### config.mk
export PLATFORM = sky130hd
export DESIGN_NAME = fetch_stage_ras
export DESIGN_NICKNAME = d
export VERILOG_FILES = /design/src/rtl/fe_pkg.sv /design/src/rtl/fe_ras.sv /design/src/rtl/fetch_stage_ras.sv
export SDC_FILE = /design/constraint.sdc
export NUM_CORES = 1
export LEC_CHECK = 0
export CAP_MARGIN = 20
export CORE_MARGIN = 2
export CORE_UTILIZATION = 50
export DETAILED_ROUTE_END_ITERATION = 10
export PLACE_DENSITY = 0.91
export RECOVER_POWER = 25
export SLEW_MARGIN = 20
export SYNTH_ARGS = -nofsm -noshare
export SYNTH_HDL_FRONTEND = slang
export SYNTH_HIERARCHICAL = 1
export SYNTH_SLANG_ARGS = --single-unit
### constraint.sdc
create_clock -name clk -period 5.05 [get_ports clk]
set_input_delay 1.01 -clock clk [delete_from_list [all_inputs] [get_ports clk]]
set_output_delay 1.01 -clock clk [all_outputs]
set_load 0.1 [all_outputs]
### src/rtl/fe_pkg.sv
// Shared types and width defaults for the instruction-fetch stage.
package fe_pkg;

  localparam int unsigned ADDR_W_DEF      = 8;
  localparam int unsigned INSTR_W_DEF     = 16;
  localparam int unsigned INSTR_BYTES_DEF = 2;
  localparam int unsigned RAS_DEPTH_DEF   = 4;

  typedef enum logic [2:0] {
    JUMP = 3'd0,
    CALL = 3'd1,
    RET  = 3'd2,
    BRZ  = 3'd3,
    BRN  = 3'd4
  } redir_kind_t;

  typedef enum logic [1:0] {
    RUN,
    STALL,
    BUBBLE
  } fe_state_t;

  // Unconditional kinds always redirect; branches only when their flag is set.
  function automatic logic redir_taken(input redir_kind_t kind, input logic flag_z,
                                       input logic flag_n);
    logic taken;
    taken = 1'b0;
    case (kind)
      JUMP, CALL, RET: taken = 1'b1;
      BRZ:             taken = flag_z;
      BRN:             taken = flag_n;
      default:         taken = 1'b0;
    endcase
    return taken;
  endfunction

endpackage

### src/rtl/fe_ras.sv
// Circular return-address stack. A push when full overwrites the oldest
// entry; count saturates at DEPTH. Callers never push and pop together.
module fe_ras #(
  parameter int unsigned DEPTH = 4,
  parameter int unsigned W     = 8
) (
  input  logic         clk,
  input  logic         reset,
  input  logic         push,
  input  logic         pop,
  input  logic [W-1:0] push_data,
  output logic [W-1:0] top,
  output logic         empty,
  output logic         full
);

  localparam int unsigned PTR_W = $clog2(DEPTH);

  logic [W-1:0]     mem [DEPTH];
  logic [PTR_W-1:0] ptr;
  logic [PTR_W-1:0] top_idx;
  logic [PTR_W:0]   count;

  assign top_idx = ptr - PTR_W'(1);
  assign top     = mem[top_idx];
  assign empty   = (count == '0);
  assign full    = (count == (PTR_W+1)'(DEPTH));

  // Entry storage: write slot at ptr, which is also the oldest slot when full.
  always_ff @(posedge clk) begin
    if (push) begin
      mem[ptr] <= push_data;
    end
  end

  // Pointer and occupancy bookkeeping.
  always_ff @(posedge clk) begin
    if (reset) begin
      ptr   <= '0;
      count <= '0;
    end else if (push) begin
      ptr <= ptr + PTR_W'(1);
      if (!full) begin
        count <= count + (PTR_W+1)'(1);
      end
    end else if (pop && !empty) begin
      ptr   <= ptr - PTR_W'(1);
      count <= count - (PTR_W+1)'(1);
    end
  end

endmodule

### src/rtl/fetch_stage_ras.sv
// Instruction-fetch stage: PC register, next-PC selection, RUN/STALL/BUBBLE
// control and the FE/DE output register, with a return-address stack.
module fetch_stage_ras
  import fe_pkg::*;
#(
  parameter int unsigned       ADDR_W      = ADDR_W_DEF,
  parameter int unsigned       INSTR_W     = INSTR_W_DEF,
  parameter int unsigned       INSTR_BYTES = INSTR_BYTES_DEF,
  parameter int unsigned       RAS_DEPTH   = RAS_DEPTH_DEF,
  parameter logic [ADDR_W-1:0] RESET_PC    = '0
) (
  input  logic               clk,
  input  logic               reset,
  output logic [ADDR_W-1:0]  imem_addr,
  input  logic [INSTR_W-1:0] imem_rdata,
  input  logic               stall,
  input  logic               redir_valid,
  input  redir_kind_t        redir_kind,
  input  logic [ADDR_W-1:0]  redir_pc,
  input  logic [ADDR_W-1:0]  redir_target,
  input  logic               flag_z,
  input  logic               flag_n,
  output logic               fe_valid,
  output logic [ADDR_W-1:0]  fe_pc,
  output logic [INSTR_W-1:0] fe_instr,
  output logic               ras_overflow,
  output logic               ras_underflow
);

  fe_state_t         state;
  logic [ADDR_W-1:0] pc;
  logic              taken;
  logic              is_call;
  logic              is_ret;
  logic              ras_push;
  logic              ras_pop;
  logic              ras_empty;
  logic              ras_full;
  logic [ADDR_W-1:0] ras_top;
  logic [ADDR_W-1:0] ret_addr;
  logic [ADDR_W-1:0] target;

  assign imem_addr = pc;

  // Redirect decode and target selection (RET on an empty stack falls back to RESET_PC).
  always_comb begin
    taken    = redir_valid && redir_taken(redir_kind, flag_z, flag_n);
    is_call  = (redir_kind == CALL);
    is_ret   = (redir_kind == RET);
    ras_push = taken && is_call;
    ras_pop  = taken && is_ret && !ras_empty;
    ret_addr = redir_pc + ADDR_W'(INSTR_BYTES);
    target   = redir_target;
    if (is_ret) begin
      target = ras_empty ? RESET_PC : ras_top;
    end
  end

  fe_ras #(
    .DEPTH (RAS_DEPTH),
    .W     (ADDR_W)
  ) u_ras (
    .clk       (clk),
    .reset     (reset),
    .push      (ras_push),
    .pop       (ras_pop),
    .push_data (ret_addr),
    .top       (ras_top),
    .empty     (ras_empty),
    .full      (ras_full)
  );

  // PC, FSM and FE register: reset > taken redirect > stall > sequential fetch.
  always_ff @(posedge clk) begin
    if (reset) begin
      pc            <= RESET_PC;
      fe_valid      <= 1'b0;
      fe_pc         <= '0;
      fe_instr      <= '0;
      ras_overflow  <= 1'b0;
      ras_underflow <= 1'b0;
      state         <= RUN;
    end else if (taken) begin
      pc       <= target;
      fe_valid <= 1'b0;
      state    <= BUBBLE;
      if (ras_push && ras_full) begin
        ras_overflow <= 1'b1;
      end
      if (is_ret && ras_empty) begin
        ras_underflow <= 1'b1;
      end
    end else if (stall) begin
      // A stall during a bubble keeps the bubble; fe_valid is already 0.
      state <= (state == BUBBLE) ? BUBBLE : STALL;
    end else begin
      pc       <= pc + ADDR_W'(INSTR_BYTES);
      fe_valid <= 1'b1;
      fe_pc    <= pc;
      fe_instr <= imem_rdata;
      state    <= RUN;
    end
  end

endmodule
Yosys cells after proc, flatten, opt, wreduce, memory -nomap -nowiden. Memory sizes are Yosys's and may differ from the RTL's. Index checks and enable logic that the tools add are counted.

Register bits after elaboration: 40. Bits in writable memories: 32. Input port bits: 41. Word-level logic and storage cells: 53. Memories kept: 1.

Add/subtract/negate cells: 6. Equality and inequality tests: 7. Mux-type cells: 12. Bitwise logic cells: 2. Reductions and logical operators: 17.

Memories: u_ras.mem (depth 4, bits a word 8, read ports 1, clocked after Yosys merged registers in 0, write ports 1, line fe_ras.sv:19) `logic [W-1:0] mem [DEPTH];`.

Operators with widths (count): 8-bit 2-to-1 mux (4); 8-bit by 2-bit adder with 8-bit output (second input constant) (2); 3-bit 2-to-1 mux (3); 2-bit AND reduction (4); 1-bit logical AND (7); 3-bit by 2-bit == test with 1-bit output (second input constant) (2); 3-bit == test (second input constant) (2); 3-bit zero test (2); 2-bit 2-to-1 mux (2); 3-bit by 1-bit adder with 3-bit output (second input constant) (1); 3-bit by 1-bit == test with 1-bit output (second input constant) (1); 1-bit case mux with 3 select lines (1); 3-bit OR reduction (1); 3-bit by 1-bit subtractor with 3-bit output (second input constant) (1); 2-bit by 1-bit adder with 2-bit output (second input constant) (1); 1-bit 2-to-1 mux (2); 2-bit by 1-bit != test with 1-bit output (second input constant) (1); 2-bit != test (second input constant) (1); 1-bit NOT (2); 2-bit nonzero test (1); 2-bit OR reduction (1); 2-bit by 1-bit subtractor with 2-bit output (second input constant) (1); 1-bit zero test (1).

Logic depth before layout (Yosys ltp).
Depth after elaboration: 9. Mapped depth: 8. Mapped depth without buffers: 6.

Cells and area by module. Netlist, hierarchy kept.

By module, submodules not included: fetch_stage_ras (instances 1, cells an instance 191, area each 1810.5 sq um, sequential area each 700.7 sq um); fe_ras (instances 1, cells an instance 90, area each 1546.5 sq um, sequential area each 1061.0 sq um).

Worst setup path before layout. OpenSTA, ideal clock, no wires.

Path type: in2reg. Start: input port redir_kind[2]. End: register u_ras.count[2]. Arrival time: 2909 ps. Path slack: 2046 ps. Stages: 8. Cells stage by stage: and4bb_2 -> buf_2 -> clkbuf_1 -> inv_1 -> fa_1 -> nand2b_1 -> or3_1 -> a221oi_1.

Word-level cells in the longest chain between the ends: 9. Elaborated cells between the ends (all ways): 16. Those cells by class: eq/ne: 5; mux: 2; reduce/logical: 9.

Ends and longest elaborated chain: from (decl) (line fetch_stage_ras.sv:18) `input redir_kind_t redir_kind,`; 3-bit by 1-bit == test with 1-bit output (tied with other cells) (line fe_pkg.sv:28, fetch_stage_ras.sv:48); 3-bit OR reduction (line fe_pkg.sv:28) `case (kind)`; 1-bit case mux with 3 select lines (line fe_pkg.sv:28); 1-bit logical AND (line fetch_stage_ras.sv:47) `taken = redir_valid && redir_taken(redir_kind, flag_z, flag_n);`; 1-bit logical AND (2 in a row) (line fetch_stage_ras.sv:51) `ras_pop = taken && is_ret && !ras_empty;`; 1-bit logical AND (line fe_ras.sv:46) `end else if (pop && !empty) begin`; 2-bit nonzero test (no line); 2-bit AND reduction (no line); to (signal assigned) (line fe_ras.sv:44) `count <= count + (PTR_W+1)'(1);`; to (signal assigned) (line fe_ras.sv:48) `count <= count - (PTR_W+1)'(1);`; to (decl) (line fe_ras.sv:22) `logic [PTR_W:0] count;`.

Several ways; a longest one is shown, not always the timed one. A chain may end at the register's enable or synchronous reset.

Worst setup path in the final report.
Start: input port redir_valid. End: register u_ras.count[2].

Elaborated cells between the ends (all ways): 9. Those cells by class: eq/ne: 1; mux: 1; reduce/logical: 7.

RTL lines: from (decl) (line fetch_stage_ras.sv:17) `input logic redir_valid,`; 1-bit logical AND * (line fetch_stage_ras.sv:47); 1-bit logical AND * (line fetch_stage_ras.sv:50) `ras_push = taken && is_call;`; named net ras_push (line fetch_stage_ras.sv:35) `logic ras_push;`; 2-bit != test (no line) or 2-bit nonzero test (tied branches); 2-bit AND reduction (no line).

The timed path passes the listed nets; every way through them passes the cells marked *.

==> results.py <==
metrics = {
    "status": {
        "run_status": "complete, no violations",
    },
    "worst_setup_path": {
        "critPathTopFamily": "simple AND/OR/NAND/NOR gates",
        "crit_fanout": 19,
        "critical_path_arrival_ns": 3.66,
        "r2r-end": "imem_addr[1]$_SDFFE_PP0P_",
        "crit_buf_inv": 2,
        "startpoint_type": "primary input",
        "cp_slowest_stage_delay_ns": 0.57,
        "r2r-start": "u_ras/ptr[0]$_SDFFE_PP0P_",
        "cp_slowest_cell": "sky130_fd_sc_hd__dlygate4sd3_1",
        "cell_by_cell_listing_of_the_critical_path": "dlygate4sd3_1, and4bb_1, inv_1, fa_1, nand2b_1, or3_1, a221oi_1",
        "worstRegToRegCells": 6,
        "worst-r2r-setup-slack_ns": 2.52,
        "worstSetupPathType": "in2reg",
        "critical_path_required_time_ns": 5.28,
        "setup.worst_path.end_class": "flip-flop",
    },
    "floorplan": {
        "initial_utilization": 0.523,
        "dieArea_mm2": 0.00739,
        "chipWidth_um": 85.9,
        "num_io_pins": 76,
        "std_cell_rows": 29,
        "die_height_um": 85.9,
        "floorplan.core_area_mm2": 0.00642,
    },
    "grt": {
        "groute.usage.overall": 0.188,
        "antenna_found_initial": 0,
        "grt_max_degree": 48,
        "first_global_vias": 2342,
        "grt_overflow_total": 0,
        "grt_first_pass_wirelength_mm": 10.7,
    },
    "yosys": {
        "share_of_async_settable_or_async_resettable_flops_after_synthesis": 0,
        "syn-mean-instance-area_um2": 11.9,
        "synthesis.area_mm2": 0.00336,
        "ys_seq_area_frac": 0.525,
        "synthesis.instances": 281,
        "synth_edf_count": 32,
        "synth_ff_type": "sky130_fd_sc_hd__dfxtp_1",
        "synth.yosys.warnings": 6,
        "synth.ff_latch_count": 72,
        "syn-num-nets": 329,
        "yosys.cell_types.count": 41,
    },
    "drt": {
        "remaining_drc_errors": 0,
        "count_of_vias_placed_by_the_detailed_router": 2323,
        "wl_met3_um": 415,
        "route.top_layer_used": "met4",
        "drt-wirelength-per-cell_um": 15.1,
        "wl_met1_mm": 2.76,
        "dr_vias_cell": 5.36,
        "wl_mm": 6.55,
        "ant_nets": 0,
        "wl_met2_mm": 3.22,
        "first_pass_iters": 4,
        "drt-initial-drc-count": 71,
    },
    "clock_tree": {
        "cts_made_buffers": 9,
        "clock_insertion_delay_worst_skew_ns": 0.34,
        "cts.sinks": 72,
        "cts_hold_buffers": 0,
        "clock_path_buffers": 2,
        "h-tree-depth": 3,
        "tritoncts": "built",
        "clkTransAtPathRegs_ns": 0.07,
        "cts_post_setup_buffers_inserted": 0,
        "clock_tree.root_cell": "sky130_fd_sc_hd__clkbuf_8",
        "cts_repair_resize_count": 0,
    },
    "sta": {
        "slew_violations": 0,
        "finalHoldViolCount": 0,
        "clock-skew-final_ns": 0.00818,
        "actual_slew_at_the_worst_max_slew_pin_ns": 1.01,
        "post-route-min-period_ns": 3.43,
        "timing.max_slew.rel_slack": 0.322,
        "final.setup.tns_ns": 0,
        "unrepaired_setup_endpoints_after_global_routing": "false",
        "setup_viol_count_final": 0,
        "timing.hold.ws_ns": 0.468,
        "fin_crit_sh": 0.680,
        "maxClockFrequency_ghz": 0.291,
    },
    "hold_path": {
        "hp-class": "reg2reg",
        "hold-path-endpoint": "fe_pc[2]$_SDFFE_PP0P_",
        "holdCritStartpoint": "fe_pc[2]$_SDFFE_PP0P_",
        "worst_hold_path.num_cells": 2,
    },
    "layout": {
        "synthToLayoutAreaGrowth_pct": 28.6,
        "layout.cells.most_common": "sky130_fd_sc_hd__clkdlybuf4s50_1",
        "antenna_diode_instance_count": 0,
        "commonest_cells_after_routing_fill_and_taps_aside": "sky130_fd_sc_hd__clkdlybuf4s50_1 (70), sky130_fd_sc_hd__nand2b_1 (49), sky130_fd_sc_hd__dfxtp_1 (40)",
        "filler_cell_count": 476,
        "number_of_nets_in_the_final_layout": 399,
        "drive_above_1_share": 0.0871,
    },
    "power_and_ir_drop": {
        "seqPwrFrac": 0.472,
        "power-per-cell-area_mw_per_mm2": 316,
        "design_power_total_uw": 1360,
        "pwr-share-clk": 0.323,
        "switch_share": 0.295,
        "share_comb_of_total_power": 0.204,
        "leakagePower_uw": 0.00151,
        "switching_power_uw": 402,
        "internal-power_uw": 962,
        "worst_vdd_ir_mv": 0.191,
    },
    "placed_design": {
        "place.gp.congestion": 0.786,
        "port_buffers": 75,
        "hpwl_mm": 4.57,
    },
    "flow_run": {
        "maxCapViolCount": 0,
    },
}
[logic make-up after synthesis]
| logic type | synth area share |
|---|---|
| simple gates | 0.184 |
| flops | 0.525 |
| mux | 0.128 |
| compound gates | 0.0645 |
| buf+inv | 0.0358 |
| xor+xnor | 0.0339 |
| fa+ha+maj | 0.0283 |
[cell type report]
class                           instances  area [um^2]  share of cell area
Timing Repair Buffer                   77          761               0.176
Clock buffer                           12          145              0.0336
Inverter                                7         26.3             0.00609
Sequential cell                        72         1760               0.408
Multi-Input combinational cell        184         1480               0.343
Clock inverter                          4         45.0              0.0104
Tap cell                               77         96.3              0.0223
[synthesized netlist by cell type (2+ instances only)]
cell type	number	share of area
sky130_fd_sc_hd__buf_4	4	0.0089
sky130_fd_sc_hd__mux2i_1	25	0.075
sky130_fd_sc_hd__inv_1	7	0.0078
sky130_fd_sc_hd__nand3b_1	2	0.0045
sky130_fd_sc_hd__nor2b_1	4	0.0075
sky130_fd_sc_hd__and3_1	3	0.0056
sky130_fd_sc_hd__nor3b_1	7	0.016
sky130_fd_sc_hd__or3b_1	2	0.0052
sky130_fd_sc_hd__o22ai_1	2	0.0037
sky130_fd_sc_hd__or3_1	2	0.0037
sky130_fd_sc_hd__dfxtp_1	40	0.24
sky130_fd_sc_hd__buf_2	3	0.0045
sky130_fd_sc_hd__nand2b_1	49	0.091
sky130_fd_sc_hd__mux4_2	8	0.054
sky130_fd_sc_hd__clkbuf_1	10	0.011
sky130_fd_sc_hd__xor2_1	8	0.021
sky130_fd_sc_hd__a21oi_1	6	0.0089
sky130_fd_sc_hd__nand3_1	5	0.0075
sky130_fd_sc_hd__xnor2_1	5	0.013
sky130_fd_sc_hd__a211oi_1	14	0.031
sky130_fd_sc_hd__and2_1	5	0.0093
sky130_fd_sc_hd__nor3_1	4	0.0060
sky130_fd_sc_hd__nor2_1	5	0.0056
sky130_fd_sc_hd__edfxtp_1	32	0.29
sky130_fd_sc_hd__nand2_1	8	0.0089
sky130_fd_sc_hd__ha_1	6	0.022
[routing by layer]
layer | vias to the layer above | track usage
met5 | - | 0
met2 | 77 | 0.322
li1 | 1137 | -
met1 | 1094 | 0.216
met4 | 0 | 0.102
met3 | 15 | 0.0423
[flip-flops by register name (all words and copies together) (netlist names)]
signal         cells
fe_instr          16
fe_pc              8
fe_valid           1
imem_addr          8
ras_overflow       1
ras_underflow      1
u_ras/count        3
u_ras/mem         32
u_ras/ptr          2
[worst max path at each step]
stage / startpoint / to / cells past startpoint
floorplan: redir_kind[2] / u_ras/count[2]$_SDFFE_PP0P_ / 8
global placement: redir_kind[2] / u_ras/count[2]$_SDFFE_PP0P_ / 7
detailed placement: redir_kind[2] / u_ras/count[2]$_SDFFE_PP0P_ / 7
CTS: redir_kind[2] / u_ras/count[2]$_SDFFE_PP0P_ / 7
global route: redir_valid / u_ras/count[2]$_SDFFE_PP0P_ / 7
finish: redir_valid / u_ras/count[2]$_SDFFE_PP0P_ / 7
[worst reg2reg max path: cells and delay by family, from the launching register on]
family          cells  cell delay [ns]
fa+ha+maj           1             0.61
simple gates        1             0.35
buf+inv             1             0.21
compound gates      2             0.29
flops               1             0.72
mux                 1             0.28
[power groups by stage]
stage,sequential [uW],combinational [uW],clock (uW)
after floorplan,783,71.1,0
after global placement,657,277,0
after detailed placement,658,280,0
after CTS,645,281,451
after global routing,647,293,477
final,645,279,441
[per-stage QoR]
| step | std cells | area, um^2 | util | setup WS (ns) |
|---|---|---|---|---|
| 6_report | 433 | 4320 | 0.672 | 1.62 |
| 5_1_grt | 433 | 4320 | 0.672 | 1.44 |
| 4_1_cts | 433 | 4310 | 0.672 | 1.88 |
| 3_5_place_dp | 417 | 4120 | 0.642 | 1.52 |
| 3_3_place_gp | 417 | 4130 | 0.643 | 1.67 |
| 2_1_floorplan | 281 | 3360 | - | 2.05 |
No activity file was read; power rests on OpenSTA's default activity.
==> patch 1 (same settings) <==
`RAS_DEPTH_DEF`: 4 -> 2.
--- a/src/rtl/fe_pkg.sv
+++ b/src/rtl/fe_pkg.sv
@@ -5,5 +5,5 @@
   localparam int unsigned INSTR_W_DEF     = 16;
   localparam int unsigned INSTR_BYTES_DEF = 2;
-  localparam int unsigned RAS_DEPTH_DEF   = 4;
+  localparam int unsigned RAS_DEPTH_DEF   = 2;
 
   typedef enum logic [2:0] {
Formal check against the unedited RTL: not equivalent (Yosys sat finds a counterexample within 4 cycles, from zero or initial values and one cycle with reset high).
==> patch 1 against the original RTL <==
  * Wire length shrank 24%
  * Fmax grew 3.2%
  * Total power shrank 25%
  * Cell area shrank 20%
  * Core utilization grew 1.4 points
  * Global-route usage shrank 1.1 points
  * Sequential cell count shrank 18
  * Largest cell class unchanged
  * Largest power group unchanged
  * Worst setup slack gained 0.11 ns
  * Area after synthesis shrank 24%
  * Clock skew shrank 0.0035 ns
==> patch 1: results (changes against the original RTL) <==
** STA
- Worst clock skew :: 0.00465 ns (-0.00353 ns)
- Worst relative slew slack :: 15.7% (-16 points)
- The number of hold-slack violations in the final timing report is 0 (unchanged).

** Min path
- HP Class :: flip-flop to flip-flop
- Worst Hold Path Cells :: 2 (unchanged)

** Place
- Routability-driven placement congestion ratio :: 0.713 (-9.3%)
- Placed cell count :: 370 (-11%)
- Post-DP HPWL :: 3610 um (-21%)
- PortBufs :: 75 (unchanged)

** GRT
- The maximum number of pins on one net before global-route repair came to 46 (-4.2%).
- The overall global routing resource usage was 17.6% (-1.1 points).
- Via count of the first global-routing pass :: 1808 (-23%)
- Number of antenna violations at the first check in global routing :: 0 (unchanged)
- Global-route wire length before repair :: 7620 um (-29%)

** Clock network
- Number of resized instances in the post-cts repair step :: 0 (unchanged)
- The clock insertion delay at the later pin of the skew report is 0.31 ns (-0.03 ns).
- CTS H-tree lvls :: 2 (-1)
- The CTS clock-pin slew for the worst setup and hold paths was 0.09 ns (+0.02 ns).
- Post-CTS Setup Inserts :: 0 (unchanged)
- Clock root buffer :: clkbuf_8
- The maximum number of buffers from clock root to sink was 2 (unchanged).
- The total clock buffers created by CTS came to 5 (-4).

** Synthesis
- Sequential fraction of the synthesis area :: 48.4% (-4.0 points)
- The net count after synthesis came to 281 (-15%).
- Leading post-synthesis cells by cell area :: dfxtp_1 (30%), edfxtp_1 (19%), nand2b_1 (12%)
- The unique cell type count in the Yosys netlist is 35 (-15%).
- Average size of a mapped cell :: 10.8 um2 (-9.9%)
- Warning count from the yosys run :: 6 (unchanged)
- Among all flip-flop cells after synthesis, the most frequent one is dfxtp_1.
- Ranked by instance count, the synthesized netlist is headed by nand2b_1 (49), dfxtp_1 (38), mux2i_1 (25).
- The proportion of synthesized flip-flops having asynchronous set or reset came to 0% (unchanged).
- Number of flops mapped to enable cells by yosys :: 16 (-50%)

** Drt
- Routed WL per cell :: 13.3 um (-12%)
- The first-iteration detailed-routing DRC count came to 68 (-4.2%).
- The via count is 1899 (-18%).
- The iteration count of the initial detailed-routing pass was 4 (unchanged).

** Power
- Leakage Power :: 0.00123 uW (-19%)
- The worst-case vdd ir drop was 0.184 mV (-3.5%).

** Critical path
- The worst-path maximum fanout came to 24 (+5).
- Length in cells of the worst reg-to-reg path :: 5 (-1)
- Broken down by cell family, the worst path's largest delay share belongs to compound AO/OA/AOI/OAI gates.
- The slowest stage of the critical path is the o2111ai_1 cell.
- Critical Path Max Stage Delay :: 1.01 ns (+0.44 ns)

** Final layout
- Leading registers by flop count :: fe_instr (16), u_ras/mem (16)
- Final #Nets :: 350 (-12%)
- Diode count :: 0 (unchanged)
- Filler cells :: 404 (-15%)
- The count of non-filler cells in the finished layout was 377 (-13%).
- Proportion of layout cells with a drive suffix above 1 :: 7.17% (-1.5 points)

** Run status
- Status :: complete, no violations
patch 1: routing by layer:
| layer | track usage [%] | share of wire, % | vias to the layer above |
|---|---|---|---|
| li1 | - | - | 965 |
| met1 | 18.6 | 42 | 870 |
| met2 | 32.1 | 49 | 58 |
| met3 | 6.35 | 8.0 | 6 |
| met4 | 6.63 | 0.96 | 0 |
| met5 | 0 | 0 | - |
patch 1: worst paths after layout:
path / slack [ns] / endpoint / from
worst max register to register: 3.31 / u_ras/ptr / u_ras/count[0]
worst min register to register: 0.48 / fe_instr[9] / fe_instr[9]
worst min-delay path: 0.48 / fe_instr[9] / fe_instr[9]
worst max-delay path: 1.72 / fe_pc[0] / redir_kind[2]
patch 1: cell type report:
class	count	area share [%]
sequential	54	36.1
clock buffer	7	3.13
inverter	3	0.328
tap	70	2.55
timing repair buffer	77	22.1
multi-input combinational	166	35.7
patch 1: kinds of logic after synthesis:
| family | count (synthesis) | synth area share [%] |
|---|---|---|
| flip-flops | 54 | 48.4 |
| AO/OA/AOI/OAI | 25 | 7.13 |
| adder cells (fa/ha/maj) | 2 | 0.976 |
| XOR/XNOR | 11 | 3.76 |
| multiplexers | 33 | 13.3 |
| buffers and inverters | 18 | 3.47 |
| AND/OR/NAND/NOR | 95 | 22.9 |
patch 1: stage by stage:
step	setup slack [ns]	instance area [um2]
global route	1.53	3440
global placement	1.92	3340
CTS	2.11	3440
finish	1.72	3440
detailed placement	1.79	3340
floorplan	2.61	2560
patch 1: worst min-delay path, cell delays in order, from the launching register on:
cell      delay, ns
dfxtp_1        0.32
nand2b_1       0.06
mux2i_1        0.06
patch 1: report_power, final:
part / total, uW / internal (uW) / switching [uW]
combinational: 269 / 89.8 / 180
sequential: 482 / 467 / 14.9
clock: 275 / 139 / 136
total: 1030 / 695 / 330
==> patch 2 (same settings) <==
Made on the original files. Make the reset (`reset`) asynchronous in 2 clocked blocks.
--- a/src/rtl/fe_ras.sv
+++ b/src/rtl/fe_ras.sv
@@ -35,5 +35,5 @@
 
   // Pointer and occupancy bookkeeping.
-  always_ff @(posedge clk) begin
+  always_ff @(posedge clk or posedge reset) begin
     if (reset) begin
       ptr   <= '0;
--- a/src/rtl/fetch_stage_ras.sv
+++ b/src/rtl/fetch_stage_ras.sv
@@ -72,5 +72,5 @@
 
   // PC, FSM and FE register: reset > taken redirect > stall > sequential fetch.
-  always_ff @(posedge clk) begin
+  always_ff @(posedge clk or posedge reset) begin
     if (reset) begin
       pc            <= RESET_PC;
Behaviour: differs if reset is asserted again (counterexample within 4 cycles, from zero or initial values and one cycle with reset high); with reset held inactive, the same outputs for 4 cycles.
==> patch 2 against the original RTL <==
  * The run now ends with DRC, capacitance limit, slew limit left
  * Global-route usage up 1.0 points
  * Worst setup slack better by 0.45 ns
  * Die area down 0.12%
  * Wire length about the same
  * Cell area up 0.70%
  * Sequential cell count unchanged
  * Hold slack worse by 0.013 ns
  * First-iteration DRC count up 51%
  * Area after synthesis down 0.11%
  * Largest cell class unchanged
Power is not compared: it rests on default switching activity, and its combinational part moved more than twofold at a synthesized area within 25%.
==> patch 2: results (changes against the original RTL) <==
** GRT
- Global-route wire length before repair :: 11000 um (+2.3%)
- Largest net degree at the start of global routing :: 36 (-25%)

** Final layout
- Fraction of area in multi-input gates :: 28.9% (-5.4 points)
- The register fraction of the total cell area was 45.1% (+4.3 points).
- Final Instance Count excl. Fillers :: 381 (-12%)
- Proportion of layout cells with a drive suffix above 1 :: 18.1% (+9.4 points)
- Filler cells :: 438 (-8.0%)
- The relative area of non-clock buffer cells in the final design was 17.9% (+0.25 points).

** Place
- Post-DP HPWL :: 4690 um (+2.5%)
- Placed Area :: 4140 um2 (+0.30%)
- The worst slack after detailed placement was 1.76 ns (+0.243 ns).
- The placed cell count was 365 (-12%).

** Min path
- Worst Min Path Start :: ras_overflow

** Critical path
- The most critical setup path has its startpoint at imem_addr[1].
- The peak per-stage delay on the critical path is 1.19 ns (+0.62 ns).
- CP Max Fanout :: 6 (-13)

** STA
- Worst relative slew slack :: -21.0% (-53 points)
- Max-slew violation count :: 36 (+36)

** Drt
- The DRC violation count after routing is 13 (+13).
- Routed wire length :: 6550 um (about the same)

** Synthesis
- Synthesized instance count :: 221 (-21%)
- After synthesis, the largest family of logic cells by area is multiplexers.
- Share of the synthesized netlist area taken by xor and xnor gates :: 3.66% (+0.26 points)
- Sequential fraction of the synthesis area :: 58.5% (+6.0 points)
- The post-synthesis adder-cell area fraction came to 2.84% (+0.0032 points).
- Async SR Flop Fraction :: 55.6% (+56 points)
- Top cells by count, synth :: dfrtp_1 (40), edfxtp_1 (32), mux2_4 (20)

** Job
- Number of max-cap violations :: 1 (+1)

** Run status
- Status :: complete, but fails checks
- The checks that failed: DRC, capacitance limit, slew limit.
==> patch 2: cell count changes after synthesis, sizes merged, moves of 4 or more <==
cell	delta
a21oi	+7
mux2	+24
mux2i	-15
nand2	-4
dfrtp	+40
dfxtp	-40
nand2b	-49
a211oi	-14
clkbuf	-8
==> patch 2: layer usage <==
| metal | routed length [um] | vias to the layer above | GRT usage [%] |
|---|---|---|---|
| met2 | 3270 | 75 | 33.8 |
| met5 | 0 | - | 0 |
| li1 | - | 957 | - |
| met1 | 2680 | 1008 | 23.4 |
| met4 | 138 | 0 | 9.24 |
| met3 | 457 | 12 | 5.00 |
==> patch 2: path summary, 6_finish.rpt <==
check / slack, ns / endpoint
setup reg to reg: 2.67 / imem_addr[2]
hold / removal: 0.46 / ras_overflow
setup / recovery: 2.07 / imem_addr[1]
min in group asynchronous: 1.02 / u_ras/count[2]
hold reg to reg: 0.46 / ras_overflow
max in group asynchronous: 2.22 / imem_addr[2]
